==> config.mk <==
export PLATFORM = sky130hd
export DESIGN_NAME = booth_mult_param
export DESIGN_NICKNAME = d
export VERILOG_FILES = /design/src/rtl/booth_pkg.sv /design/src/rtl/booth_step.sv /design/src/rtl/booth_mult_param.sv
export SDC_FILE = /design/constraint.sdc
export NUM_CORES = 1
export LEC_CHECK = 0
export ABC_AREA = 1
export CAP_MARGIN = 20
export CORE_MARGIN = 8
export CORE_UTILIZATION = 50
export DETAILED_ROUTE_END_ITERATION = 8
export PLACE_DENSITY = 0.74
export SLEW_MARGIN = 25
export SYNTH_ARGS = -nofsm -noshare
export SYNTH_HDL_FRONTEND = slang
export SYNTH_SLANG_ARGS = --single-unit
==> constraint.sdc <==
create_clock -name clock -period 2.95 [get_ports clock]
set_input_delay 0.59 -clock clock [delete_from_list [all_inputs] [get_ports clock]]
set_output_delay 0.59 -clock clock [all_outputs]
set_load 0.01 [all_outputs]
==> src/rtl/booth_pkg.sv <==
// Shared types for the radix-2 Booth multiplier: controller states and the
// operation selected by the {Q0, Q(-1)} bit pair.
package booth_pkg;

   typedef enum logic [1:0] {
      IDLE = 2'b00,
      RUN  = 2'b01,
      DONE = 2'b10
   } state_e;

   // 11 is a second "do nothing" pair; it gets its own name so every code is legal
   typedef enum logic [1:0] {
      NOP    = 2'b00,
      ADD    = 2'b01,
      SUB    = 2'b10,
      NOP_HI = 2'b11
   } booth_op_e;

   function automatic booth_op_e booth_decode(input logic q0, input logic qm1);
      return booth_op_e'({q0, qm1});
   endfunction

endpackage

==> src/rtl/booth_step.sv <==
// One combinational Booth iteration: optional add/subtract of the multiplicand
// into the accumulator, then arithmetic right shift of {acc, Q, Q(-1)}.
module booth_step
   import booth_pkg::*;
#(
   parameter int unsigned N = 9
) (
   input  logic [N-1:0] acc_i,
   input  logic [N-1:0] q_i,
   input  logic         qm1_i,
   input  logic [N-1:0] a_i,
   output logic [N-1:0] acc_o,
   output logic [N-1:0] q_o,
   output logic         qm1_o
);

   logic [N:0] acc_x;
   logic [N:0] a_x;
   logic [N:0] sum;

   // One guard bit keeps the add/sub exact; the shift then drops it back to N bits
   always_comb begin
      acc_x = {acc_i[N-1], acc_i};
      a_x   = {a_i[N-1], a_i};
      case (booth_decode(q_i[0], qm1_i))
         ADD:     sum = acc_x + a_x;
         SUB:     sum = acc_x - a_x;
         default: sum = acc_x;
      endcase
      acc_o = sum[N:1];
      q_o   = {sum[0], q_i[N-1:1]};
      qm1_o = q_i[0];
   end

endmodule

==> src/rtl/booth_mult_param.sv <==
// Sequential radix-2 Booth multiplier, signed or unsigned operands, fixed
// latency of WIDTH+1 clocks from accepted start to the done pulse.
module booth_mult_param
   import booth_pkg::*;
#(
   parameter int unsigned WIDTH = 8
) (
   input  logic               clock,
   input  logic               reset,
   input  logic               start,
   input  logic               signed_mode,
   input  logic [WIDTH-1:0]   multiplicand,
   input  logic [WIDTH-1:0]   multiplier,
   output logic [2*WIDTH-1:0] product,
   output logic               busy,
   output logic               done
);

   localparam int unsigned N  = WIDTH + 1;
   localparam int unsigned CW = $clog2(WIDTH + 2);
   localparam logic [CW-1:0] CNT_LOAD = CW'(N);

   state_e             state_q, state_d;
   logic [N-1:0]       acc_q, acc_d;
   logic [N-1:0]       q_q, q_d;
   logic [N-1:0]       a_q, a_d;
   logic               qm1_q, qm1_d;
   logic [CW-1:0]      cnt_q, cnt_d;
   logic [2*WIDTH-1:0] prod_q, prod_d;

   logic [N-1:0]       acc_n;
   logic [N-1:0]       q_n;
   logic               qm1_n;

   // One extra bit lets unsigned operands run through the signed Booth recoding
   function automatic logic [N-1:0] extend(input logic [WIDTH-1:0] v, input logic sm);
      return {sm & v[WIDTH-1], v};
   endfunction

   booth_step #(.N(N)) u_step (
      .acc_i (acc_q),
      .q_i   (q_q),
      .qm1_i (qm1_q),
      .a_i   (a_q),
      .acc_o (acc_n),
      .q_o   (q_n),
      .qm1_o (qm1_n)
   );

   always_comb begin
      state_d = state_q;
      acc_d   = acc_q;
      q_d     = q_q;
      a_d     = a_q;
      qm1_d   = qm1_q;
      cnt_d   = cnt_q;
      prod_d  = prod_q;
      case (state_q)
         IDLE, DONE: begin
            if (start) begin
               a_d     = extend(multiplicand, signed_mode);
               q_d     = extend(multiplier, signed_mode);
               acc_d   = '0;
               qm1_d   = 1'b0;
               cnt_d   = CNT_LOAD;
               state_d = RUN;
            end else begin
               state_d = IDLE;
            end
         end
         RUN: begin
            acc_d = acc_n;
            q_d   = q_n;
            qm1_d = qm1_n;
            cnt_d = cnt_q - CW'(1);
            if (cnt_q == CW'(1)) begin
               prod_d  = {acc_n[WIDTH-2:0], q_n};
               state_d = DONE;
            end
         end
         default: state_d = IDLE;
      endcase
   end

   always_ff @(posedge clock) begin
      if (!reset) begin
         state_q <= IDLE;
         acc_q   <= '0;
         q_q     <= '0;
         a_q     <= '0;
         qm1_q   <= 1'b0;
         cnt_q   <= '0;
         prod_q  <= '0;
      end else begin
         state_q <= state_d;
         acc_q   <= acc_d;
         q_q     <= q_d;
         a_q     <= a_d;
         qm1_q   <= qm1_d;
         cnt_q   <= cnt_d;
         prod_q  <= prod_d;
      end
   end

   assign product = prod_q;
   assign busy    = (state_q == RUN);
   assign done    = (state_q == DONE);

endmodule

* Word level (Yosys, flattened, before mapping)
Cells that the tools add are included.
** Cells by class
- Reductions and logical operators :: 7
- Add/subtract/negate cells :: 3
- Muxes and demuxes :: 12
- Bitwise gates (word level) :: 2
- Equal/unequal tests :: 8
** Operator list (number)
- case mux 9 bit (2 select lines) :: 2
- case mux 10 bit (2 select lines) :: 1
- 2-to-1 mux 9 bit :: 2
- adder 9 x 9 -> 10 bit :: 1
- subtractor 9 x 9 -> 10 bit :: 1
- case mux 4 bit (2 select lines) :: 1
- AND reduction 2 bit :: 3
- equality test 2 x 1 -> 1 bit, second input constant :: 2
- equality test 2 bit, second input constant :: 2
- equality test 4 x 1 -> 1 bit, second input constant :: 1
- 2-to-1 mux 4 bit :: 1
- case mux 2 bit (2 select lines) :: 1
- subtractor 4 x 1 -> 4 bit, second input constant :: 1
- inequality test 3 x 1 -> 1 bit, second input constant :: 1
- AND reduction 3 bit :: 1
- bitwise AND 1 bit :: 2
- zero test 2 bit :: 1
- 2-to-1 mux 1 bit :: 2
- 2-to-1 mux 2 bit :: 1
- inequality test 2 x 1 -> 1 bit, second input constant :: 1
- inequality test 2 bit, second input constant :: 1
- case mux 1 bit (2 select lines) :: 1
- nonzero test 2 bit :: 1
- OR reduction 2 bit :: 1
** Word-level totals
- Word-level logic and storage cells :: 40
- Output and inout bits :: 18
- Input port bits :: 20
- Bits in registers :: 50

* Logic depth before layout (Yosys ltp)
- Word-level depth :: 4
- Gate-level depth with buffers :: 19
- Gate-level depth less buffers :: 19

* Cells and area by module
A second synthesis with hierarchy kept.
** Second synthesis, totals
- Cell total of the unflattened synthesis :: 453
- Area, all modules :: 3010.4 um^2
** By module, submodules not included
- booth_mult_param :: area each 2119.5 um^2, seq. area each 1001.0 um^2, cells each 299, times used 1
- booth_step :: area each 890.9 um^2, seq. area each 0.0 um^2, cells each 154, times used 1

* Worst setup path after synthesis
Ideal clock, no wire load.
- Path kind :: register to register
- Start :: register qm1_q
- End :: register acc_q[8]
- Stages on the path, launching flop included :: 15
- Required time :: 2.830 ns
- Arrival time :: 2.225 ns
- Clock period less this slack :: 2.345 ns
- Path buffers :: 1
- Setup slack :: 0.605 ns
- Setup time :: 0.120 ns
- Cell sequence :: dfxtp_1 -> inv_1 -> ha_1 -> clkbuf_1 -> or2_2 -> xor2_1 -> inv_1 -> ha_1 -> nand2_1 -> nor2_1 -> nand2_1 -> o211ai_1 -> nand3_1 -> nand3_1 -> a21oi_1
** Between the ends
- Longest elaborated chain between the ends :: 3
- Elaborated cells between the ends (all ways) :: 6
- Those cells by class :: eq/ne: 3; mux: 2; reduce/logical: 1
** RTL lines
- start, declared :: RTL line booth_mult_param.sv:27 : logic qm1_q, qm1_d;
- start signal, assigned :: RTL line booth_mult_param.sv:99 : qm1_q <= qm1_d;
- equality test 2 bit / equality test 2 x 1 -> 1 bit (equally long branches) :: RTL line booth_step.sv:25 : case (booth_decode(q_i[0], qm1_i))
- case mux 10 bit (2 select lines) / inequality test 3 x 1 -> 1 bit (equally long branches)
- case mux 9 bit (2 select lines) / AND reduction 3 bit (equally long branches)
- end signal, assigned :: RTL line booth_mult_param.sv:88 : acc_q <= '0;
- end signal, assigned :: RTL line booth_mult_param.sv:96 : acc_q <= acc_d;
- end, declared :: RTL line booth_mult_param.sv:24 : logic [N-1:0] acc_q, acc_d;
Several ways; a longest one is shown, not always the timed one.
A chain may end at the register's enable or synchronous reset.

* Worst setup path after layout
- Start :: register a_q[0]
- End :: register acc_q[6]
** Between the ends
- Longest elaborated chain between the ends :: 3
- Elaborated cells between the ends (all ways) :: 4
- Those cells by class :: add/sub: 2; mux: 2
** RTL lines
- start, declared :: RTL line booth_mult_param.sv:26 : logic [N-1:0] a_q, a_d;
- start signal, assigned :: RTL line booth_mult_param.sv:90 : a_q <= '0;
- start signal, assigned :: RTL line booth_mult_param.sv:98 : a_q <= a_d;
- subtractor 9 x 9 -> 10 bit / adder 9 x 9 -> 10 bit (equally long branches) :: RTL line booth_step.sv:27, booth_step.sv:26
- case mux 10 bit (2 select lines) (*) :: RTL line booth_step.sv:25
- case mux 9 bit (2 select lines) (*) :: RTL line booth_mult_param.sv:58 : case (state_q)
Mark *: on every way between the ends. The rest lies on a longest branch, timed or not.

==> impl_metrics.toml <==
[placement]
io_buffers = 37
gp_congestion = 0.904
dpl.hpwl_mm = 4.75

[sta]
maxSlewHeadroom_pct = 62.1
finalSetupTns_ns = 0
rsz0062_at_grt = "no"
setup_violations = 0
finalCriticalPeriod_ns = 2.53
fin_crit_sh_pct = 85.9
final_hold_viol_count = 0
fin_worst_skew_ns = 0.00615
clock.fmax_mhz = 395
drv_slew = 0
max_slew.worst_pin.slew_ns = 0.568

[synth]
syn-cell-area_mm2 = 0.00273
synthTopCellsByCount = "nand2_1, dfxtp_1, inv_1, a21oi_1, nand3_1"
synth_flop_cell = "dfxtp_1"
synth_cells = 380
synth_top_area_share_pct = 36.6
synth_top_area_cell = "dfxtp_1"
synth.most_common_cell = "nand2_1"
synth_edf_count = 0
synth_area_leaders = "dfxtp_1, nand2_1, ha_1"
synth.distinct_cells = 44
syn_avg_cell_area_um2 = 7.19
ys_ff_latch = 50
ys_warn_count = 0
ys_seq_area_share_pct = 36.6
async_flop_share_pct = 0
synth_fp_nets = 415

[layout]
drive_above_1_share_pct = 6.78
syn_to_final_growth_pct = 18.8
num-nets-final = 448
n_antenna_cell = 0

[clocking]
cts_inserted_buffers = 5
cts_tree = "done"
root_buffer = "clkbuf_8"
clock_sinks = 50
path_clk_slew_ns = 0.09
hold_buffers = 0
cts-htree-levels = 2
cts_setup_buffers = 0
insertion_delay_ns = 0.30
cts.repair.resized = 0
cts_buffer_depth = 2

[grt]
overflow = 0
grt_max_degree = 27
grtUsageTotal_pct = 16.0
antenna_found_initial = 0
grt_pass1_vias = 2414
grt_pass1_wl_mm = 10.9

[power_and_ir_drop]
p_seq_share_pct = 44.3
internal_power_mw = 1.14
ir_worst_vdd_v = 0.000323
leakage_nw = 1.41
power.density_mw_per_mm2 = 510
p_comb_share_pct = 25.7
power_switching_mw = 0.514
sw_frac_of_total_pct = 31.1
p_clk_share_pct = 30.0
power_mw = 1.66

[critical_path]
crit_path_top_delay_cell = "dfxtp_1"
worstPathRequired_ns = 3.19
cp_max_fo = 6
worst-path-buf-inv = 4
arrival_ns = 2.78
start_kind = "flop"
critPathKind = "reg -> reg"
crit_top_cell = "nand2_1"
slowest_delay_ns = 0.38
reg2reg_from = "a_q[0]"
path_cells = "inv_1 -> ha_1 -> inv_1 -> nor2_1 -> inv_1 -> nor3_1 -> or2_2 -> xor2_1 -> inv_1 -> ha_1 -> nand2_1 -> nor2_1 -> nor2_1 -> nand2_1 -> nand2_1 -> nand3_1 -> nand2_1 -> nand2_1 -> a21oi_1"
endpoint_kind = "flop"
crit_start = "a_q[0]"
crit_family = "simple AND/OR/NAND/NOR gates"

[routing]
drt-met1-wl_mm = 2.95
vias = 2501
post_drt_wl_per_cell_um = 12.9
route.met3.wl_um = 238
routed.top_layer = "met4"
wl_met2_mm = 2.97
drt_first_iter_violations = 165
vias_per_cell = 5.16
postRouteAntennaNets = 0
routed_wl_mm = 6.27
dr.pass1.iters = 4
drc = 0

[run]
max_cap_violations = 0

[die]
core_mm2 = 0.00541
die_h_um = 89.9
start_util_pct = 50.5
die_area_mm2 = 0.00808
io_pins = 38
rows = 27
die_w_um = 89.9

[worst_hold_path]
min_from = "q_q[1]"
hp-class = "reg -> reg"

[run_status]
status = "finished clean"
==> logic make-up (layout without fill, tap and decap cells) <==
| family | Yosys count | in the layout | share of synthesized area (%) |
|---|---|---|---|
| DFF | 50 | 50 | 36.6 |
| and+or+nand+nor | 174 | 174 | 28.4 |
| buffers and inverters | 57 | 90 | 9.25 |
| adders and majority gates | 15 | 15 | 7.15 |
| AOI/OAI and AO/OA | 77 | 77 | 16.3 |
| xor gates and xnor gates | 7 | 7 | 2.24 |
==> power groups by stage <==
stage | registers, mW | clock network [mW] | logic (mW)
detailed placement | 0.749 | 0 | 0.426
floorplan | 0.744 | 0 | 0.322
global placement | 0.748 | 0 | 0.420
CTS | 0.733 | 0.505 | 0.428
finish | 0.733 | 0.497 | 0.425
global route | 0.738 | 0.529 | 0.485
==> cells in the final DEF, fill, tap and decap left out, types with 3 or more instances in the layout <==
cell type	count
a21oi_1	31
a31oi_1	8
buf_4	3
clkbuf_8	6
clkdlybuf4s50_1	37
dfxtp_1	50
ha_1	14
inv_1	36
inv_2	3
nand2_1	109
nand3_1	29
nor2_1	23
nor2_8	3
o21ai_0	16
o21ai_1	6
xor2_1	5
==> final cells by class <==
cell class	instances	area (um2)
fill	524	2160
clock inverter	1	30.0
timing repair buffer	40	393
multi-input combinational	273	1480
tap	72	90.1
clock buffer	6	82.6
inverter	43	171
sequential	50	1000
==> worst reg2reg max path, cell delays in order (launching register included) <==
cell,delay [ns]
dfxtp_1,0.38
inv_1,0.08
ha_1,0.19
inv_1,0.06
nor2_1,0.05
inv_1,0.07
nor3_1,0.05
or2_2,0.28
xor2_1,0.13
inv_1,0.06
ha_1,0.34
nand2_1,0.12
nor2_1,0.06
nor2_1,0.12
nand2_1,0.07
nand2_1,0.06
nand3_1,0.12
nand2_1,0.09
nand2_1,0.05
a21oi_1,0.12
==> routing by layer <==
layer  up-vias  global-route usage (%)
met1      1135                    19.3
met2        47                    27.3
li1       1309                       -
met3        10                    3.16
met4         0                    5.83
met5         -                       0
==> sequential cells by signal, summed over array words and instances, names as in the netlist <==
register and cells:
qm1_q 1, cnt_q 4, q_q 9, acc_q 9, state_q 2, a_q 9, product 16
==> path summary, 6_finish.rpt <==
kind | end | slack (ns) | cells after the start
worst max register to register | acc_q[6] | 0.42 | 19
worst max-delay path | acc_q[6] | 0.42 | 19
worst min-delay path | product[0] | 0.47 | 2
worst min register to register | product[0] | 0.47 | 2
==> through the flow <==
stage	setup slack, ns	utilization (%)	std cells	hold slack (ns)	area [um2]
after floorplan	0.605	-	380	0.438	2730
after global placement	0.479	58.0	478	0.454	3130
after detailed placement	0.432	58.0	478	0.452	3130
after CTS	0.407	60.0	485	0.465	3250
after global routing	0.0879	60.0	485	0.483	3250
final	0.416	60.0	485	0.465	3250
No activity file was read; power rests on OpenSTA's default activity.
